--- src/rtl/ex_muldiv_if.sv ---
// ex_muldiv_if: issue/result bundle between the EX-stage control and the
// iterative multiply/divide unit.
//   master : ID/EX + hazard side (drives start/op/operands/flush/hilo_wr)
//   slave  : ex_muldiv (drives hi/lo/busy/done/stall)
// Signals
//   start    issue request (ID/EX op is mul/div, not a bubble)
//   op       00 MULT, 01 MULTU, 10 DIV, 11 DIVU
//   src_a    multiplicand / dividend
//   src_b    multiplier / divisor
//   flush    kill in-flight operation
//   hilo_wr  bit1 MTHI, bit0 MTLO; wr_data supplies the value
//   hi, lo   architectural HI/LO
//   busy     unit not idle
//   done     one-cycle pulse, HI/LO already hold the result
//   stall    hold request to the hazard unit (== busy)
interface ex_muldiv_if #(parameter int XLEN = 32);
  logic            start;
  logic [1:0]      op;
  logic [XLEN-1:0] src_a;
  logic [XLEN-1:0] src_b;
  logic            flush;
  logic [1:0]      hilo_wr;
  logic [XLEN-1:0] wr_data;
  logic [XLEN-1:0] hi;
  logic [XLEN-1:0] lo;
  logic            busy;
  logic            done;
  logic            stall;

  modport master (
    output start, op, src_a, src_b, flush, hilo_wr, wr_data,
    input  hi, lo, busy, done, stall
  );

  modport slave (
    input  start, op, src_a, src_b, flush, hilo_wr, wr_data,
    output hi, lo, busy, done, stall
  );
endinterface

--- src/rtl/ex_muldiv.sv ---
// ex_muldiv: iterative EX-stage multiply/divide unit with HI/LO registers.
// Sign-magnitude datapath: operands are latched as magnitudes, a 32-step
// shift-add multiply or restoring divide runs, then a single FIX cycle
// applies the sign and writes HI/LO.
// Ports
//   clk  : clock, rising edge
//   rst  : synchronous active-low reset
//   bus  : ex_muldiv_if.slave (issue, flush, MTHI/MTLO, HI/LO, busy/done/stall)
// Build option
//   MULDIV_FAST_MUL_EN : MULT/MULTU use a combinational 32x32 multiplier and
//                        go IDLE->FIX directly (2-edge latency). Divide is
//                        unchanged. Undefined: everything iterates.
module ex_muldiv #(
  parameter int              XLEN    = 32,
  parameter logic [XLEN-1:0] DZ_QUOT = 32'hFFFF_FFFF
) (
  input  logic        clk,
  input  logic        rst,
  ex_muldiv_if.slave  bus
);

  localparam int             CW   = $clog2(XLEN);
  localparam logic [CW-1:0]  LAST = CW'(XLEN - 1);

  typedef enum logic [1:0] {S_IDLE = 2'd0, S_RUN = 2'd1, S_FIX = 2'd2} state_e;

  state_e                state_q, state_d;
  logic [CW-1:0]         cnt_q, cnt_d;
  // mul: {partial product, multiplier}; div: low half holds dividend/quotient
  logic [2*XLEN-1:0]     acc_q, acc_d;
  logic [XLEN-1:0]       rem_q, rem_d;
  logic [XLEN-1:0]       mcand_q, mcand_d;   // multiplicand or divisor magnitude
  logic [XLEN-1:0]       a_org_q, a_org_d;   // dividend as given, for div-by-zero
  logic [XLEN-1:0]       hi_q, hi_d, lo_q, lo_d;
  logic                  is_div_q, is_div_d;
  logic                  negq_q, negq_d, negr_q, negr_d;
  logic                  dz_q, dz_d;
  logic                  done_q, done_d;
  logic                  busy;

  // ---- issue-side operand conditioning ----
  logic                  issue, sgn, a_neg, b_neg, fast_issue;
  logic [XLEN-1:0]       a_mag, b_mag;
  logic [2*XLEN-1:0]     fast_prod;

  assign issue = (state_q == S_IDLE) & bus.start & ~bus.flush;
  assign sgn   = ~bus.op[0];
  assign a_neg = sgn & bus.src_a[XLEN-1];
  assign b_neg = sgn & bus.src_b[XLEN-1];
  // 0x8000_0000 negates to itself, which reads correctly as unsigned 2^31
  assign a_mag = a_neg ? -bus.src_a : bus.src_a;
  assign b_mag = b_neg ? -bus.src_b : bus.src_b;

`ifdef MULDIV_FAST_MUL_EN
  assign fast_issue = issue & ~bus.op[1];
  assign fast_prod  = {{XLEN{1'b0}}, a_mag} * {{XLEN{1'b0}}, b_mag};
`else
  assign fast_issue = 1'b0;
  assign fast_prod  = '0;
`endif

  // ---- per-step arithmetic ----
  logic [XLEN:0]         mul_sum;
  logic [XLEN:0]         div_part;   // 33-bit partial remainder after shift-in
  logic [XLEN-1:0]       div_sub;
  logic                  div_ge;
  logic [2*XLEN-1:0]     prod_fix;
  logic [XLEN-1:0]       quo_fix, rem_fix;

  assign mul_sum  = {1'b0, acc_q[2*XLEN-1:XLEN]}
                  + (acc_q[0] ? {1'b0, mcand_q} : {(XLEN+1){1'b0}});
  assign div_part = {rem_q, acc_q[XLEN-1]};
  assign div_ge   = div_part >= {1'b0, mcand_q};
  // remainder after a successful subtract is below the divisor, so it fits
  assign div_sub  = XLEN'(div_part - {1'b0, mcand_q});
  assign prod_fix = negq_q ? -acc_q : acc_q;
  assign quo_fix  = negq_q ? -acc_q[XLEN-1:0] : acc_q[XLEN-1:0];
  assign rem_fix  = negr_q ? -rem_q : rem_q;

  // ---- FSM: state register ----
  always_ff @(posedge clk) begin
    if (!rst) state_q <= S_IDLE;
    else      state_q <= state_d;
  end

  // ---- FSM: next state ----
  always_comb begin
    state_d = state_q;
    unique case (state_q)
      S_IDLE: if (issue) state_d = fast_issue ? S_FIX : S_RUN;
      S_RUN:  if (bus.flush)          state_d = S_IDLE;
              else if (cnt_q == LAST) state_d = S_FIX;
      S_FIX:  state_d = S_IDLE;
      default: state_d = S_IDLE;
    endcase
  end

  // ---- FSM: outputs ----
  always_comb begin
    busy = (state_q != S_IDLE);
  end

  // ---- datapath next state ----
  always_comb begin
    cnt_d    = cnt_q;
    acc_d    = acc_q;
    rem_d    = rem_q;
    mcand_d  = mcand_q;
    a_org_d  = a_org_q;
    is_div_d = is_div_q;
    negq_d   = negq_q;
    negr_d   = negr_q;
    dz_d     = dz_q;
    hi_d     = hi_q;
    lo_d     = lo_q;
    done_d   = 1'b0;
    unique case (state_q)
      S_IDLE: begin
        // MTHI/MTLO land even when an op issues this cycle; the result
        // overwrites them later.
        if (!bus.flush) begin
          if (bus.hilo_wr[1]) hi_d = bus.wr_data;
          if (bus.hilo_wr[0]) lo_d = bus.wr_data;
        end
        if (issue) begin
          cnt_d    = '0;
          mcand_d  = b_mag;
          a_org_d  = bus.src_a;
          is_div_d = bus.op[1];
          negq_d   = a_neg ^ b_neg;
          negr_d   = a_neg;
          dz_d     = (bus.src_b == '0);
          rem_d    = '0;
          acc_d    = fast_issue ? fast_prod : {{XLEN{1'b0}}, a_mag};
        end
      end
      S_RUN: begin
        cnt_d = cnt_q + 1'b1;
        if (is_div_q) begin
          rem_d             = div_ge ? div_sub : div_part[XLEN-1:0];
          acc_d[XLEN-1:0]   = {acc_q[XLEN-2:0], div_ge};
        end else begin
          acc_d = {mul_sum, acc_q[XLEN-1:1]};
        end
      end
      S_FIX: begin
        if (!bus.flush) begin
          done_d = 1'b1;
          if (!is_div_q) begin
            hi_d = prod_fix[2*XLEN-1:XLEN];
            lo_d = prod_fix[XLEN-1:0];
          end else if (dz_q) begin
            hi_d = a_org_q;
            lo_d = DZ_QUOT;
          end else begin
            hi_d = rem_fix;
            lo_d = quo_fix;
          end
        end
      end
      default: ;
    endcase
  end

  always_ff @(posedge clk) begin
    if (!rst) begin
      cnt_q    <= '0;
      acc_q    <= '0;
      rem_q    <= '0;
      mcand_q  <= '0;
      a_org_q  <= '0;
      is_div_q <= 1'b0;
      negq_q   <= 1'b0;
      negr_q   <= 1'b0;
      dz_q     <= 1'b0;
      hi_q     <= '0;
      lo_q     <= '0;
      done_q   <= 1'b0;
    end else begin
      cnt_q    <= cnt_d;
      acc_q    <= acc_d;
      rem_q    <= rem_d;
      mcand_q  <= mcand_d;
      a_org_q  <= a_org_d;
      is_div_q <= is_div_d;
      negq_q   <= negq_d;
      negr_q   <= negr_d;
      dz_q     <= dz_d;
      hi_q     <= hi_d;
      lo_q     <= lo_d;
      done_q   <= done_d;
    end
  end

  assign bus.hi    = hi_q;
  assign bus.lo    = lo_q;
  assign bus.busy  = busy;
  assign bus.stall = busy;
  assign bus.done  = done_q;

endmodule

--- src/flat_wrapper.sv ---
// flat-port wrapper written by rule: the top's interface ports become plain ports
module ex_muldiv_flat 
#(
  parameter int              XLEN    = 32,
  parameter logic [XLEN-1:0] DZ_QUOT = 32'hFFFF_FFFF
)
  (clk, rst, bus_start, bus_op, bus_src_a, bus_src_b, bus_flush, bus_hilo_wr, bus_wr_data, bus_hi, bus_lo, bus_busy, bus_done, bus_stall);
  ex_muldiv_if #(.XLEN(XLEN)) bus_i ();
  input  logic clk;
  input  logic rst;
  input wire logic [$bits(bus_i.start)-1:0] bus_start;
  input wire logic [$bits(bus_i.op)-1:0] bus_op;
  input wire logic [$bits(bus_i.src_a)-1:0] bus_src_a;
  input wire logic [$bits(bus_i.src_b)-1:0] bus_src_b;
  input wire logic [$bits(bus_i.flush)-1:0] bus_flush;
  input wire logic [$bits(bus_i.hilo_wr)-1:0] bus_hilo_wr;
  input wire logic [$bits(bus_i.wr_data)-1:0] bus_wr_data;
  output wire logic [$bits(bus_i.hi)-1:0] bus_hi;
  output wire logic [$bits(bus_i.lo)-1:0] bus_lo;
  output wire logic [$bits(bus_i.busy)-1:0] bus_busy;
  output wire logic [$bits(bus_i.done)-1:0] bus_done;
  output wire logic [$bits(bus_i.stall)-1:0] bus_stall;
  assign bus_i.start = bus_start;
  assign bus_i.op = bus_op;
  assign bus_i.src_a = bus_src_a;
  assign bus_i.src_b = bus_src_b;
  assign bus_i.flush = bus_flush;
  assign bus_i.hilo_wr = bus_hilo_wr;
  assign bus_i.wr_data = bus_wr_data;
  assign bus_hi = bus_i.hi;
  assign bus_lo = bus_i.lo;
  assign bus_busy = bus_i.busy;
  assign bus_done = bus_i.done;
  assign bus_stall = bus_i.stall;
  ex_muldiv #(.XLEN(XLEN), .DZ_QUOT(DZ_QUOT)) u_core (.clk(clk), .rst(rst), .bus(bus_i));
endmodule
--- config.mk ---
export PLATFORM = sky130hd
export DESIGN_NAME = ex_muldiv_flat
export DESIGN_NICKNAME = d
export VERILOG_FILES = /design/src/rtl/ex_muldiv_if.sv /design/src/rtl/ex_muldiv.sv /design/src/flat_wrapper.sv
export SDC_FILE = /design/constraint.sdc
export NUM_CORES = 1
export LEC_CHECK = 0
export ABC_AREA = 1
export BUFFER_PORTS_ARGS = -buffer_cell sky130_fd_sc_hd__clkbuf_2
export CORE_ASPECT_RATIO = 0.7
export CORE_UTILIZATION = 45
export DETAILED_ROUTE_END_ITERATION = 10
export HOLD_SLACK_MARGIN = 0.02
export PLACE_DENSITY = 0.66
export REMOVE_ABC_BUFFERS = 1
export SLEW_MARGIN = 30
export SYNTH_ARGS = -nofsm -noshare
export SYNTH_HDL_FRONTEND = slang
export SYNTH_SLANG_ARGS = --single-unit
--- constraint.sdc ---
create_clock -name clk -period 3.1 [get_ports clk]
set_input_delay 0 -clock clk [delete_from_list [all_inputs] [get_ports clk]]
set_output_delay 0 -clock clk [all_outputs]
set_load 0.05 [all_outputs]
==> results of run 1 <==
[how the worst min path moves through the flow]
| stage | from | to | slack [ps] | cells past startpoint |
|---|---|---|---|---|
| 2_1_floorplan | bus_flush | u_core.state_q[1] | 80 | 1 |
| 3_3_place_gp | bus_flush | u_core.state_q[1] | 240 | 2 |
| 3_5_place_dp | bus_flush | u_core.state_q[1] | 240 | 2 |
| 4_1_cts | bus_hilo_wr[0] | u_core.bus.lo[13] | 50 | 5 |
| 5_1_grt | rst | u_core.bus.hi[30] | 60 | 4 |
| 6_report | rst | u_core.bus.hi[29] | 1 | 4 |
[power by group]
group	switching, uW	internal (uW)	leakage [uW]
Combinational	1640	704	0.00903
Clock	1450	2050	0.000451
Sequential	190	3200	0.00193
[cell usage in the layout (no fill, tap or decap), types with 27 or more instances in the layout]
cell / instances
nand2_1: 853
ha_1: 70
nand3_1: 246
clkbuf_16: 27
xor2_1: 32
dfxtp_1: 235
clkbuf_2: 169
dlygate4sd3_1: 106
a21oi_1: 368
nor2_1: 378
nor3_1: 29
o21ai_0: 304
inv_1: 351
nand4_1: 51
buf_4: 46
[final cells by class]
type / instances / area share (%)
multi-input combinational: 2597 / 56.3
clock inverter: 14 / 0.965
antenna: 1 / 0.0108
clock buffer: 33 / 3.07
inverter: 366 / 5.95
sequential: 236 / 20.5
tap: 585 / 3.17
timing repair buffer: 325 / 10.1
[tightest hold or removal path: stages]
cell and delay, ps:
buf_4 130, buf_12 170, o21ai_0 130, a21oi_1 50
[logic make-up after synthesis]
| family | Yosys count | share of synthesized area, % |
|---|---|---|
| simple gates | 1666 | 36.6 |
| compound gates | 804 | 22.2 |
| buf+inv | 505 | 10.1 |
| flops | 236 | 24.0 |
| fa+ha+maj | 72 | 4.66 |
| xor+xnor | 55 | 2.45 |
[per-stage QoR]
step           setup slack (ps)  TNS, ps  util [%]
2_1_floorplan             -1610   -99010         -
3_3_place_gp                405        0      49.4
3_5_place_dp                402        0      49.4
4_1_cts                     296        0      54.0
5_1_grt                    81.3        0      54.0
6_report                    196        0      54.0
[state kept, by name (all words and copies together) (netlist names)]
register,count
u_core.a_org_q,32
u_core.acc_q,64
u_core.bus.done,1
u_core.bus.hi,32
u_core.bus.lo,32
u_core.cnt_q,5
u_core.dz_q,1
u_core.is_div_q,1
u_core.mcand_q,32
u_core.negq_q,1
u_core.negr_q,1
u_core.rem_q,32
u_core.state_q,2
[metal layers]
layer | track usage, % | vias to the layer above | part of all wire, %
li1 | - | 11500 | -
met1 | 56.9 | 11500 | 46
met2 | 54.5 | 1333 | 40
met3 | 8.74 | 139 | 12
met4 | 8.26 | 0 | 2.2
met5 | 0 | - | 0
[timing repair]
item,4_1_cts,5_1_grt
hold buffers,106,0
endpoints found under the hold margin,163,0
resized for setup,0,1
setup endpoints to repair,0,1
==> key figures, run 1 <==
Status
  – Status: finished clean

Power and ir drop
  – VDD IR max: 386 uV
  – PD cells: 400 nW/um^2
  – Total power: 9240 uW
  – Pleak: 0.0114 uW

Cells and area
  – Register area: 4730 sq um
  – Layout net count: 3729
  – Area of the multi-input gates: 13000 sq um
  – Fill count: 4441
  – Fin cells: 4157
  – Area Growth Syn to Fin: 17.4%
  – Post-layout instance area: 23100 sq um
  – Layout cells sized above 1: 10.1%

Synthesis
  – Async SR Flop Fraction: 0%
  – Top_reg_cell synth: dfxtp_1
  – Count leader, synth: nand2_1
  – EDFF count, synth: 0
  – Seq/Total Area, Yosys: 24.0%
  – Cell variety after synth: 60
  – Post-synthesis register bit count: 236
  – Mapped Area: 19700 sq um
  – Syn Inst Count: 3338
  – Yosys warning count: 0
  – Yosys top cell by area: dfxtp_1
  – Yosys top cell area share: 24.0%
  – Synth cell count leaders: nand2_1 (853), nor2_1 (382), a21oi_1 (368)
  – Avg Inst Size Synth: 5.89 sq um
  – Synth top area cells: dfxtp_1 (24%), nand2_1 (16%), a21oi_1 (9.4%), o21ai_0 (7.8%), nor2_1 (7.3%)

CTS
  – Clock Tree Buf Depth: 3
  – Clock transition at path regs: 70 ps
  – Clock latency on the worst-skew pair: 580 ps
  – CTS tree: built
  – Root Buffer: clkbuf_16
  – Post-CTS Setup Repair Bufs: 0
  – Cts bufs inserted: 27
  – Clock Sink Count: 236
  – H-tree depth: 1

STA
  – Final setup violation count: 0
  – RSZ-0062 raised after global routing: no
  – Fmax: 0.344 GHz
  – Final min period: 2900 ps
  – Final Skew: 24.1 ps
  – Worst-Margin Slew: 1040 ps
  – Fin Hold WS: 1.06 ps
  – Slew margin rel.: 30.7%
  – Final Cycle Share: 93.7%
  – Final Hold Viols: 0
  – Max-slew violations: 0

Setup path
  – Critical path depth: 15
  – CP max stage delay: 570 ps
  – RR Endpoint: u_core.rem_q[28]
  – Critical Path Start: bus_src_b[2]
  – Crit-path max FO: 5
  – R2r setup slk: 310 ps
  – Crit path launch type: primary input
  – Crit path to: u_core.mcand_q[25]
  – R2R depth: 16
  – CP Class: primary input to flop
  – CP Capture Type: flop
  – FF-to-FF Start: u_core.mcand_q[18]
  – Worst Path Required: 3610 ps
  – Largest delay contributor family on the critical path: buffers and inverters
  – Critical path arrival: 3420 ps
  – Buf+Inv Stages, Crit Path: 6
  – Slowest cell on the critical path: dlygate4sd3_1
  – Crit path top cell by count: nand2_1
  – Crit-path cells: dlygate4sd3_1 > clkbuf_2 > inv_1 > nand4_1 > nor3_4 > nand2_1 > nor2_1 > nand2_1 > nand2_1 > nand2_1 > nor2_1 > dlygate4sd3_1 > o21ai_1 > dlygate4sd3_1 > inv_1

Detailed routing
  – DR iter-0 viols: 3224
  – Final WL: 87000 microns
  – First drt pass iteration count: 6
  – Vias: 24.5k
  – DR DRC count: 0
  – DR WL/cell: 20.9 microns
  – DRT antenna net count: 0
  – Via-to-Cell Ratio: 5.88

Placed design
  – Gpl congestion: 0.994
  – Dpl cells: 4003
  – I/O Buffers: 170
  – Final HPWL DP: 67700 microns
  – Area after DPL: 21100 sq um

Floorplan
  – # IOs: 171
  – Chip height: 177 microns
  – Die area: 44600 sq um
  – Std-Cell Rows: 63
  – Core Region: 42700 sq um
  – Die Wd: 252 microns
  – Starting Density: 46.0%

GRT
  – Grt ovf: 0
  – Vias in the first global route: 22.0k
  – GRT Total Usage: 38.0%
  – Largest net degree at the start of global routing: 146
  – Initial antenna violation count: 4
  – Global-route wire length before repair: 131000 microns

Run
  – Maxcap violations: 0

Min path
  – Hold Path Class: primary input to flop
Power figures use the tool's default switching activity.
==> run 2: changes to the inputs <==
Settings changed: CTS_BUF_LIST from default to sky130_fd_sc_hd__clkbuf_4 sky130_fd_sc_hd__clkbuf_8, GPL_TIMING_DRIVEN from default to 0.
==> run 2 against run 1 <==
Effect of this change:
- the run now ends with negative setup slack left
- clock skew up 29 ps
- global-route usage down 1.4 points
- via count down 3.2%
- fmax down 6.5%
- combinational power about the same
- final cell count up 0.46%
- worst hold slack better by 200 ps
- non-clock buffer count down 10
- die area unchanged
- largest cell class unchanged
- highest routed layer unchanged
==> key figures, run 2 (same netlist as run 1, synthesis figures left out) <==
CTS
  – Cts bufs inserted: 42
  – Clock Sink Count: 236
  – Clock transition at path regs: 60 ps
  – Clock Tree Buf Depth: 3
  – H-tree depth: 2
  – Clock latency on the worst-skew pair: 640 ps
  – CTS tree: built
  – Root Buffer: clkbuf_8

STA
  – Slew margin rel.: 33.6%
  – Max-slew violations: 0
  – Final setup violation count: 1
  – Fmax: 0.322 GHz
  – Final Skew: 53.6 ps
  – Final Hold Viols: 0
  – Final WS setup: -5.62 ps
  – Fin Hold WS: 202 ps
  – Worst-Margin Slew: 986 ps
  – RSZ-0062 raised after global routing: no
  – Final min period: 3110 ps
  – Final Cycle Share: 100%
  – Setup_tns: -5.62 ps

Run
  – Maxcap violations: 0

Placed design
  – I/O Buffers: 170
  – Gpl congestion: 1.00
  – Final HPWL DP: 64700 microns

GRT
  – Global-route wire length before repair: 125000 microns
  – Vias in the first global route: 21.4k
  – Largest net degree at the start of global routing: 90
  – Grt ovf: 0
  – Initial antenna violation count: 0
  – GRT Total Usage: 36.6%

Cells and area
  – Fill count: 4434
  – Top reg by flops: u_core.acc_q
  – Max FFs per register: 64
  – Commonest non-fill, non-tap cell in the layout: nand2_1
  – Layout cells sized above 1: 10.4%
  – Area Growth Syn to Fin: 18.8%
  – Layout net count: 3736
  – Commonest cells after routing, fill and taps aside: nand2_1 (852), nor2_1 (376), a21oi_1 (368)

Detailed routing
  – Via-to-Cell Ratio: 5.67
  – DR DRC count: 0
  – First drt pass iteration count: 7
  – DR WL/cell: 20.1 microns
  – Final WL: 83800 microns
  – Vias: 23.7k
  – DRT antenna net count: 0
  – DR iter-0 viols: 2997

Power and ir drop
  – Reg power frac: 38.5%
  – Combinational Power Share: 26.3%
  – Clock share of power: 35.2%
  – Internal Power: 5600 uW
  – Pleak: 0.0115 uW
  – PD cells: 380 nW/um^2
  – Net Sw Frac: 37.0%
  – VDD IR max: 302 uV
  – Psw: 3290 uW

Setup path
  – CP Capture Type: flop
  – FF-to-FF Start: u_core.is_div_q
  – Worst Path Required: 3620 ps
  – Critical path arrival: 3620 ps
  – R2r setup slk: -6 ps
  – Crit path launch type: flop
  – Crit-path max FO: 22
  – Critical Path Start: u_core.is_div_q
  – CP Class: flop to flop

Min path
  – Hold Path Origin: bus_flush
  – Hold Path Class: primary input to flop

Status
  – Status: complete, but fails checks
  – Failing checks: negative setup slack

Floorplan
  – Starting Density: 46.0%
  – # IOs: 171
  – Die Wd: 252 microns
  – Die area: 44600 sq um
  – Chip height: 177 microns
  – Std-Cell Rows: 63
  – Core Region: 42700 sq um
## run 2: changes by cell type in the layout (fill, tap and decap cells not counted), moves of 4 or more
| cell | previous run | this run |
|---|---|---|
| clkbuf_16 | 27 | 0 |
| dlygate4sd3_1 | 106 | 127 |
| nor2_4 | 8 | 15 |
| bufinv_16 | 5 | 0 |
| clkinv_2 | 4 | 8 |
| clkbuf_8 | 1 | 53 |
| clkbuf_4 | 0 | 11 |
| buf_16 | 0 | 14 |
| clkbuf_1 | 5 | 0 |
| buf_4 | 46 | 1 |
## run 2: power by group through the flow
stage	sequential, uW	clock [uW]	combinational [uW]
global route	3430	3300	2540
CTS	3400	3150	2270
global placement	3480	0	2040
detailed placement	3460	0	2130
floorplan	3590	0	1200
finish	3420	3130	2340
## run 2: critical path, stage by stage (launching register included)
cell,delay [ps]
dfxtp_1,780
nand2_2,590
clkinvlp_4,640
nand2_1,100
o21ai_1,410
o21bai_1,240
nand2_1,70
a31oi_1,130
## run 2: routing by layer
layer	vias to the layer above	share of wire (%)	track usage [%]
met5	-	0	0
met4	0	2.2	8.26
met3	136	12	11.5
met2	1159	40	51.8
met1	10900	46	53.3
li1	11500	-	-
## run 2: what timing repair did
action                                 in CTS  in global routing
setup buffers                               0                  1
pin swaps                                   0                  2
gates cloned                                0                  2
endpoints found under the hold margin     165                  0
setup endpoints to repair                   5                 66
gates resized for setup                     3                  9
hold buffers                              127                  0
## run 2: metrics by stage
stage	utilization [%]	cells	area, sq um	setup slack [ps]	power [uW]
2_1_floorplan	-	3199	19100	-1610	4790
3_3_place_gp	48.3	3954	20600	-4900	5510
3_5_place_dp	49.6	3971	21200	-328	5590
4_1_cts	54.6	4172	23300	65.9	8820
5_1_grt	54.7	4175	23400	1.03	9270
6_report	54.7	4176	23400	-5.62	8890
## run 2: worst paths after layout
check | endpoint | cells past startpoint
worst max-delay path | u_core.bus.hi[4] | 7
worst min-delay path | u_core.state_q[1] | 3
worst max register to register | u_core.bus.hi[4] | 7
worst min register to register | u_core.cnt_q[3] | 1
## run 2: cell type report
cell class,instances,area [sq um],area share (%)
Tap cell,585,732,3.13
Clock buffer,63,798,3.41
Multi-Input combinational cell,2599,13100,55.9
Antenna cell,1,2.50,0.0107
Inverter,366,1390,5.96
Sequential cell,236,4730,20.2
Timing Repair Buffer,315,2580,11.1
Clock inverter,11,75.1,0.321
